`src/rtl/bh_pkg.sv`:
```
// bh_pkg -- definitions shared by the Bluetooth UART blocks (bh_send, bh_recv).
//
// Contents:
//   DATA_W  : payload width of one serial frame (8 bits)
//   state_t : receiver/transmitter FSM state encoding
//
// Configuration macro: BH_RECV_PARITY_EN
//   When defined, the PARITY state exists (even parity bit after the data).
//   When undefined, the PARITY state is absent from the encoding.
package bh_pkg;

    localparam int DATA_W = 8;

    typedef enum logic [2:0] {
        IDLE   = 3'd0,
        START  = 3'd1,
        DATA   = 3'd2,
`ifdef BH_RECV_PARITY_EN
        PARITY = 3'd3,
`endif
        STOP   = 3'd4
    } state_t;

endpackage

```
`src/rtl/bh_baud_cnt.sv`:
```
// bh_baud_cnt -- bit-period counter that marks the middle of each serial bit.
//
// The counter runs 0 .. BPS_CNT-1 and wraps, so once a frame is under way a
// mid-bit tick arrives every BPS_CNT cycles without re-arming. Holding clear
// parks the counter at 0; the first tick then comes BPS_CNT/2 cycles after
// clear is released.
//
// Ports:
//   clk         : system clock, rising edge
//   rst_n       : asynchronous active-low reset
//   clear       : synchronous clear of the counter (has priority over enable)
//   enable      : count while high
//   sample_tick : one-cycle pulse at the mid-bit sample point
module bh_baud_cnt #(
    parameter int BPS_CNT = 10
) (
    input  logic clk,
    input  logic rst_n,
    input  logic clear,
    input  logic enable,
    output logic sample_tick
);

    localparam int CNT_W = (BPS_CNT > 1) ? $clog2(BPS_CNT) : 1;
    localparam logic [CNT_W-1:0] CNT_MAX = CNT_W'(BPS_CNT - 1);
    localparam logic [CNT_W-1:0] MID_CNT = CNT_W'(BPS_CNT / 2 - 1);

    logic [CNT_W-1:0] cnt;

    always_ff @(posedge clk or negedge rst_n) begin
        if (!rst_n) begin
            cnt <= '0;
        end else if (clear) begin
            cnt <= '0;
        end else if (enable) begin
            if (cnt == CNT_MAX) begin
                cnt <= '0;
            end else begin
                cnt <= cnt + 1'b1;
            end
        end
    end

    assign sample_tick = enable && !clear && (cnt == MID_CNT);

endmodule

```
`src/rtl/bh_recv.sv`:
```
// bh_recv -- UART receiver for the Bluetooth module link (8 data bits,
// LSB first, one stop bit, optional even parity).
//
// Ports:
//   sys_clk       : system clock, rising edge
//   sys_rst_n     : asynchronous active-low reset
//   uart_rxd      : serial input, asynchronous, idles high
//   rx_data       : last correctly received byte
//   rx_valid      : one-cycle pulse, rx_data has just been updated
//   rx_frame_err  : one-cycle pulse, stop bit sampled low
//   rx_parity_err : one-cycle pulse, parity mismatch (0 without parity)
//   rx_busy       : high from accepted start edge until back in IDLE
//   state         : current FSM state, exported for debug/observation
//
// Configuration macro: BH_RECV_PARITY_EN (even parity bit after the data).
//
// Handshake: rx_valid is a strobe with no ready; the consumer must capture
// rx_data in the cycle rx_valid is high. rx_valid, rx_frame_err and
// rx_parity_err are mutually exclusive and each lasts exactly one cycle.
module bh_recv
    import bh_pkg::*;
#(
    parameter int CLK_FREQ = 50_000_000,
    parameter int UART_BPS = 9600
) (
    input  logic              sys_clk,
    input  logic              sys_rst_n,
    input  logic              uart_rxd,
    output logic [DATA_W-1:0] rx_data,
    output logic              rx_valid,
    output logic              rx_frame_err,
    output logic              rx_parity_err,
    output logic              rx_busy,
    output state_t            state
);

    localparam int BPS_CNT = CLK_FREQ / UART_BPS;
    localparam int BIT_W   = $clog2(DATA_W);
    localparam logic [BIT_W-1:0] LAST_BIT = BIT_W'(DATA_W - 1);

    // Two-flop synchronizer plus one history flop for edge detection. All
    // reset to the idle level so reset release never looks like a start edge.
    logic sync1, sync2, rxd_d;
    logic rxd, start_edge, tick;

    always_ff @(posedge sys_clk or negedge sys_rst_n) begin
        if (!sys_rst_n) begin
            sync1 <= 1'b1;
            sync2 <= 1'b1;
            rxd_d <= 1'b1;
        end else begin
            sync1 <= uart_rxd;
            sync2 <= sync1;
            rxd_d <= sync2;
        end
    end

    assign rxd        = sync2;
    // Requires a real 1->0 transition: a line held low after a framing
    // error does not retrigger.
    assign start_edge = rxd_d & ~rxd;

    bh_baud_cnt #(.BPS_CNT(BPS_CNT)) u_baud (
        .clk         (sys_clk),
        .rst_n       (sys_rst_n),
        .clear       (state == IDLE),
        .enable      (state != IDLE),
        .sample_tick (tick)
    );

    state_t            state_nxt;
    logic [DATA_W-1:0] shift, shift_nxt, data_nxt;
    logic [BIT_W-1:0]  bit_cnt, bit_cnt_nxt;
    logic              valid_nxt, ferr_nxt;
`ifdef BH_RECV_PARITY_EN
    logic              par_bad, par_bad_nxt, perr_nxt;
`endif

    always_ff @(posedge sys_clk or negedge sys_rst_n) begin
        if (!sys_rst_n) begin
            state        <= IDLE;
            shift        <= '0;
            bit_cnt      <= '0;
            rx_data      <= '0;
            rx_valid     <= 1'b0;
            rx_frame_err <= 1'b0;
`ifdef BH_RECV_PARITY_EN
            par_bad       <= 1'b0;
            rx_parity_err <= 1'b0;
`endif
        end else begin
            state        <= state_nxt;
            shift        <= shift_nxt;
            bit_cnt      <= bit_cnt_nxt;
            rx_data      <= data_nxt;
            rx_valid     <= valid_nxt;
            rx_frame_err <= ferr_nxt;
`ifdef BH_RECV_PARITY_EN
            par_bad       <= par_bad_nxt;
            rx_parity_err <= perr_nxt;
`endif
        end
    end

`ifndef BH_RECV_PARITY_EN
    assign rx_parity_err = 1'b0;
`endif

    always_comb begin
        state_nxt   = state;
        shift_nxt   = shift;
        bit_cnt_nxt = bit_cnt;
        data_nxt    = rx_data;
        valid_nxt   = 1'b0;
        ferr_nxt    = 1'b0;
`ifdef BH_RECV_PARITY_EN
        par_bad_nxt = par_bad;
        perr_nxt    = 1'b0;
`endif
        case (state)
            IDLE: begin
                if (start_edge) begin
                    state_nxt   = START;
                    shift_nxt   = '0;
                    bit_cnt_nxt = '0;
`ifdef BH_RECV_PARITY_EN
                    par_bad_nxt = 1'b0;
`endif
                end
            end
            START: begin
                // Line back high at mid start bit means it was a glitch.
                if (tick) begin
                    state_nxt = rxd ? IDLE : DATA;
                end
            end
            DATA: begin
                if (tick) begin
                    shift_nxt = {rxd, shift[DATA_W-1:1]};
                    if (bit_cnt == LAST_BIT) begin
                        bit_cnt_nxt = '0;
`ifdef BH_RECV_PARITY_EN
                        state_nxt = PARITY;
`else
                        state_nxt = STOP;
`endif
                    end else begin
                        bit_cnt_nxt = bit_cnt + 1'b1;
                    end
                end
            end
`ifdef BH_RECV_PARITY_EN
            PARITY: begin
                if (tick) begin
                    // Even parity: data bits plus parity bit XOR to 0.
                    par_bad_nxt = rxd ^ (^shift);
                    state_nxt   = STOP;
                end
            end
`endif
            STOP: begin
                if (tick) begin
                    state_nxt = IDLE;
                    if (!rxd) begin
                        ferr_nxt = 1'b1;
`ifdef BH_RECV_PARITY_EN
                    end else if (par_bad) begin
                        perr_nxt = 1'b1;
`endif
                    end else begin
                        data_nxt  = shift;
                        valid_nxt = 1'b1;
                    end
                end
            end
            default: state_nxt = IDLE;
        endcase
    end

    assign rx_busy = (state != IDLE);

endmodule

```
`config.mk`:
```
export PLATFORM = sky130hd
export DESIGN_NAME = bh_recv
export DESIGN_NICKNAME = d
export VERILOG_FILES = /design/src/rtl/bh_pkg.sv /design/src/rtl/bh_baud_cnt.sv /design/src/rtl/bh_recv.sv
export SDC_FILE = /design/constraint.sdc
export NUM_CORES = 1
export LEC_CHECK = 0
export CAP_MARGIN = 20
export CORE_MARGIN = 2
export CORE_UTILIZATION = 50
export DETAILED_ROUTE_END_ITERATION = 10
export MAX_ROUTING_LAYER = met4
export PLACE_DENSITY = 0.81
export SLEW_MARGIN = 10
export SYNTH_ARGS = -nofsm -noshare
export SYNTH_HDL_FRONTEND = slang
export SYNTH_HIERARCHICAL = 1
export SYNTH_SLANG_ARGS = --single-unit
```
`constraint.sdc`:
```
create_clock -name sys_clk -period 4.4 [get_ports sys_clk]
set_input_delay 1.1 -clock sys_clk [delete_from_list [all_inputs] [get_ports sys_clk]]
set_output_delay 1.1 -clock sys_clk [all_outputs]
set_load 0.02 [all_outputs]
```
==> flow_summary.json, run 1 <==
{
  "hold_slack_ps": 357,
  "layout_commonest_cell": "dfrtp_1",
  "cts_tree": "yes",
  "wl_per_cell_um": 15.9,
  "htree_levels": 2,
  "drive_gt1_share_pct": 16.0,
  "first_pass_iters": 4,
  "worst_r2r_path_depth": 7,
  "synthTopCellsByArea": "dfrtp_1, mux2_2, a22o_1, dfstp_2, nand3_1",
  "yosysSeqAreaShare_pct": 52.9,
  "grtUsageTotal_pct": 20.6,
  "die_x_um": 65.6,
  "cp.arrival_ps": 3400,
  "ys.flop_type": "dfrtp_1",
  "yosysTopAreaCell": "dfrtp_1",
  "layout_setup_ws_ps": 1180,
  "synthMuxAreaShare_pct": 4.75,
  "grt_first_pass_wirelength_um": 6470,
  "ant_nets": 0,
  "power_density_nw_per_um2": 408,
  "gp_congestion": 0.944,
  "wl_met1_um": 1670,
  "synth_top_family_by_area": "simple AND/OR/NAND/NOR gates",
  "finalNetCount": 192,
  "status": "complete, no violations",
  "vdd_drop_max_mv": 0.195,
  "clk_pin_slew_ps": 80,
  "rsz0062_at_grt": "no",
  "antenna_found_initial": 0,
  "initial_core_util_pct": 51.8,
  "synthArstFlopShare_pct": 100,
  "viasPerCell": 6.19,
  "drt_iter0_markers": 171,
  "min_path_cells": 0,
  "ios": 18,
  "ys.warnings.count": 6,
  "synth_compound_area_share_pct": 13.2,
  "placed_cells": 227,
  "hp-class": "reg2reg",
  "route.met3.wl_um": 220,
  "hold_buffers": 0,
  "pre_cts_ws_ps": 1390,
  "clock_sinks": 40,
  "cts_root_buf": "clkbuf_8",
  "cp-start-kind": "flip-flop",
  "syn_area_um2": 1900,
  "leakage_nw": 0.981,
  "dr_wl_met2_um": 1750,
  "synthAdderAreaFrac_pct": 1.98,
  "rows": 22,
  "final.min_clock_period_ps": 3220,
  "tightest_slew_ps": 908,
  "worst_clock_skew_ps": 8.47,
  "cts_setup_buffers": 0,
  "synth_edf_count": 0,
  "synth_fp_nets": 179,
  "slew_violations": 0,
  "path_class": "reg2reg",
  "vias": 1455,
  "synthSimpleGateAreaFrac_pct": 21.2,
  "ys_ff_latch": 40,
  "postSynthCellCount": 173,
  "stdcell_count": 235,
  "yosysTopAreaCellShare_pct": 48.8,
  "numPortBuffers": 16,
  "worstPathMaxFanout": 10,
  "cp.required_ps": 4570,
  "cap_violations": 0,
  "dp_hpwl_um": 2510,
  "numCtsBuffers": 5,
  "min_period_over_period_pct": 73.2,
  "remaining_drc_errors": 0,
  "finalSetupTns_ps": 0,
  "diodes": 0,
  "clkLatencyLatePin_ps": 290,
  "totalWireLength_um": 3740,
  "final_cell_mix": "dfrtp_1, clkdlybuf4s50_1, nand2_1",
  "die_h_um": 65.6,
  "fill_cells": 290,
  "postLayoutCoreUtil_pct": 59.8,
  "area_growth_pct": 15.4,
  "syn_area_per_cell_um2": 11.0,
  "end_kind": "flip-flop",
  "overflow": 0,
  "synthDistinctLibCells": 45,
  "synth-xor-area-share_pct": 0.923,
  "grt_max_degree": 41,
  "first_global_vias": 1373,
  "highest_layer": "met4",
  "clockBufferDepth": 2,
  "final-setup-viol-count": 0,
  "hold_viol": 0,
  "dieArea_um2": 4300,
  "core_area_um2": 3660,
  "post_cts_resized": 0,
  "fmax_mhz": 310,
  "max_slew_margin_pct": 38.9
}
==> per-stage QoR <==
stage	cell area, µm²	total power [mW]
5_1_grt	2190	0.934
3_3_place_gp	2060	0.540
6_report	2190	0.893
4_1_cts	2190	0.900
3_5_place_dp	2060	0.546
2_1_floorplan	1900	0.515
==> area by class of cell <==
cell class	count	area, µm²	area share (%)
multi-input combinational	115	803	36.7
sequential	40	1000	45.9
clock buffer	6	72.6	3.31
clock inverter	2	60.1	2.74
inverter	7	26.3	1.20
tap	48	60.1	2.74
timing repair buffer	17	163	7.43
==> per-layer routing <==
layer | GRT usage [%] | up-vias
met4 | 10.9 | 0
met1 | 26.3 | 717
met5 | - | -
met2 | 29.7 | 65
met3 | 6.16 | 10
li1 | - | 663
==> report_power, final <==
part | leakage (nW) | internal, mW | switching (mW)
Sequential | 0.539 | 0.390 | 0.0340
Clock | 0.0654 | 0.227 | 0.124
Combinational | 0.376 | 0.0474 | 0.0719
Total | 0.981 | 0.664 | 0.230
==> cells by family (layout without fill, tap and decap cells) <==
kind of cell,Yosys count,count (layout)
multiplexers,8,8
AND/OR/NAND/NOR,69,69
AO/OA/AOI/OAI,32,32
buffers and inverters,18,32
other,1,1
flip-flops,40,40
XOR/XNOR,2,2
adder cells (fa/ha/maj),3,3
==> path summary, 6_finish.rpt <==
path | startpoint | end | slack (ps)
setup / recovery | state[2] | rx_data[5] | 1180
hold / removal | sync1 | rxd | 360
hold reg to reg | sync1 | rxd | 360
setup reg to reg | state[2] | rx_data[5] | 1180
min in group asynchronous | sys_rst_n | u_baud/cnt[5] | 910
max in group asynchronous | sys_rst_n | u_baud/cnt[10] | 2970
==> cells in the mapped netlist (2+ instances only) <==
library cell and n:
clkbuf_1 7, mux2_2 8, ha_1 3, inv_1 7, nor4_1 3, dfrtp_1 37
nand2_1 12, nand3_1 11, xor2_1 2, nor2_1 9, nor3_1 6, a21oi_1 4
or4_1 2, a31oi_1 5, a22o_2 3, nand4_1 4, or3_1 3, buf_6 2
a22o_1 10, o31ai_1 2, o21ai_0 2, dfstp_2 3, nand2b_1 4, buf_4 2
nor2b_1 2
==> sequential cells by signal, indices dropped and copies added (netlist names) <==
| name | cells |
|---|---|
| shift | 8 |
| rxd | 1 |
| rxd_d | 1 |
| rx_data | 8 |
| bit_cnt | 3 |
| u_baud/cnt | 13 |
| rx_frame_err | 1 |
| rx_valid | 1 |
| sync1 | 1 |
| state | 3 |
==> critical path, cell delays in order, from the launching register on <==
cell and delay (ps):
dfrtp_1 520, or3_2 260, inv_1 140, nor4b_1 340, nand2_1 90, nor4_1 700
nand4_1 600, mux2_2 450
No activity file was read; power rests on OpenSTA's default activity.
==> inputs of run 2 (changes only) <==
- clock period: 4.4 -> 3.2 ns (I/O delays scaled with it)
==> run 2 against run 1 <==
Sequential power is 37% higher. Routed wire length fell by 1.4%. Utilization decreased by 0.34 points. Clock power is 18% higher. Worst hold slack improved by 1.1 ps. Critical endpoint is now rx_data[7]. Cell area decreased by 0.57%. Setup slack worse by 830 ps. Highest routed layer unchanged. Maximum frequency is 13% higher.
==> flow_summary.json, run 2 (synthesized netlist as in run 1, its figures left out) <==
{
  "final_cell_mix": "dfrtp_1, clkdlybuf4s50_1, nand2_1",
  "fmax_mhz": 351,
  "cts_tree": "yes",
  "first_global_vias": 1371,
  "post_cts_resized": 0,
  "worstPathMaxFanout": 10,
  "antenna_found_initial": 0,
  "numCtsBuffers": 5,
  "clkLatencyLatePin_ps": 290,
  "path_class": "reg2reg",
  "die_x_um": 65.6,
  "finalNetCount": 192,
  "clock_sinks": 40,
  "viasPerCell": 6.02,
  "drt_iter0_markers": 151,
  "rows": 22,
  "cp.required_ps": 3370,
  "overflow": 0,
  "tightest_slew_ps": 839,
  "hp-class": "reg2reg",
  "dp_hpwl_um": 2510,
  "reg_top3": "u_baud/cnt: 13 flops, rx_data: 8 flops, shift: 8 flops",
  "path_delay_family": "simple AND/OR/NAND/NOR gates",
  "worst-path-buf-inv": 2,
  "initial_core_util_pct": 51.8,
  "hold_slack_ps": 359,
  "hold_buffers": 0,
  "largest_reg_flops": 13,
  "postLayoutCoreUtil_pct": 59.5,
  "grt_max_degree": 41,
  "finalSetupTns_ps": 0,
  "cap_violations": 0,
  "vias": 1414,
  "slowest_delay_ps": 520,
  "worst_clock_skew_ps": 10.7,
  "grt_first_pass_wirelength_um": 6220,
  "hold_viol": 0,
  "gp_congestion": 0.971,
  "diodes": 0,
  "remaining_drc_errors": 0,
  "area_growth_pct": 14.7,
  "final.min_clock_period_ps": 2850,
  "layout_commonest_cell": "dfrtp_1",
  "die_h_um": 65.6,
  "power_density_nw_per_um2": 533,
  "dr_wl_met2_um": 1800,
  "min_period_over_period_pct": 89.1,
  "cp.arrival_ps": 3020,
  "placed_cells": 227,
  "critPathSlowestCell": "dfrtp_1",
  "rsz0062_at_grt": "no",
  "highest_layer": "met4",
  "clockBufferDepth": 2,
  "pre_cts_ws_ps": 253,
  "totalWireLength_um": 3690,
  "cp_cell_sequence": "or3_2 -> inv_1 -> nor4b_1 -> nand2_1 -> nor4_1 -> buf_4 -> nand4_1 -> mux2_2",
  "final-setup-viol-count": 0,
  "wl_met1_um": 1670,
  "layout_setup_ws_ps": 350,
  "ant_nets": 0,
  "core_area_um2": 3660,
  "cts_root_buf": "clkbuf_8",
  "first_pass_iters": 5,
  "cts_setup_buffers": 0,
  "vdd_drop_max_mv": 0.260,
  "grtUsageTotal_pct": 19.8,
  "end_kind": "flip-flop",
  "dieArea_um2": 4300,
  "route.met3.wl_um": 156,
  "leakage_nw": 0.971,
  "slew_violations": 0,
  "ios": 18,
  "regMostFlops": "u_baud/cnt",
  "cp-start-kind": "flip-flop",
  "drive_gt1_share_pct": 17.1,
  "status": "complete, no violations",
  "max_slew_margin_pct": 44.0,
  "numPortBuffers": 16,
  "htree_levels": 2,
  "stdcell_count": 235,
  "wl_per_cell_um": 15.7,
  "clk_pin_slew_ps": 90
}
run 2: cell count changes in the layout (fill, tap and decap cells not counted), sizes merged:
cell	before	now
inv	7	8
clkbuf	6	5
bufinv	2	1
clkinvlp	0	1
run 2: routing by layer:
layer,track usage [%],vias up
met3,4.79,6
met5,-,-
met2,31.3,44
met4,7.55,0
met1,24.9,700
li1,-,664
run 2: worst reg2reg max path, cell delays in order, from the launching register on:
cell and delay, ps:
dfrtp_1 520, or3_2 260, inv_1 130, nor4b_1 340, nand2_1 90, nor4_1 270, buf_4 200, nand4_1 450
mux2_2 470
run 2: path summary, 6_finish.rpt:
path	start	end	slack [ps]	cells after the start
max	state[2]	rx_data[7]	350	8
min	sync1	rxd	360	0
max reg2reg	state[2]	rx_data[7]	350	8
min reg2reg	sync1	rxd	360	0
max in group asynchronous	sys_rst_n	u_baud/cnt[10]	2060	1
min in group asynchronous	sys_rst_n	rx_frame_err	600	1
run 2: area by class of cell:
type,count,area [µm²]
fill,287,1480
sequential,40,1000
multi-input combinational,115,808
timing repair buffer,17,163
clock buffer,5,68.8
tap,48,60.1
clock inverter,3,46.3
inverter,7,26.3
run 2: per-stage QoR:
| stage | cell area, µm² | total power [mW] |
|---|---|---|
| after floorplan | 1900 | 0.708 |
| after CTS | 2170 | 1.17 |
| after detailed placement | 2060 | 0.751 |
| after global placement | 2060 | 0.742 |
| final | 2180 | 1.16 |
| after global routing | 2180 | 1.22 |
run 2: power breakdown:
part           leakage (nW)  switching [mW]  total, mW  internal [mW]
Sequential            0.539          0.0461      0.582          0.536
Combinational         0.377          0.0993      0.165         0.0662
Clock                0.0548           0.179      0.413          0.235
Total                 0.971           0.324       1.16          0.837
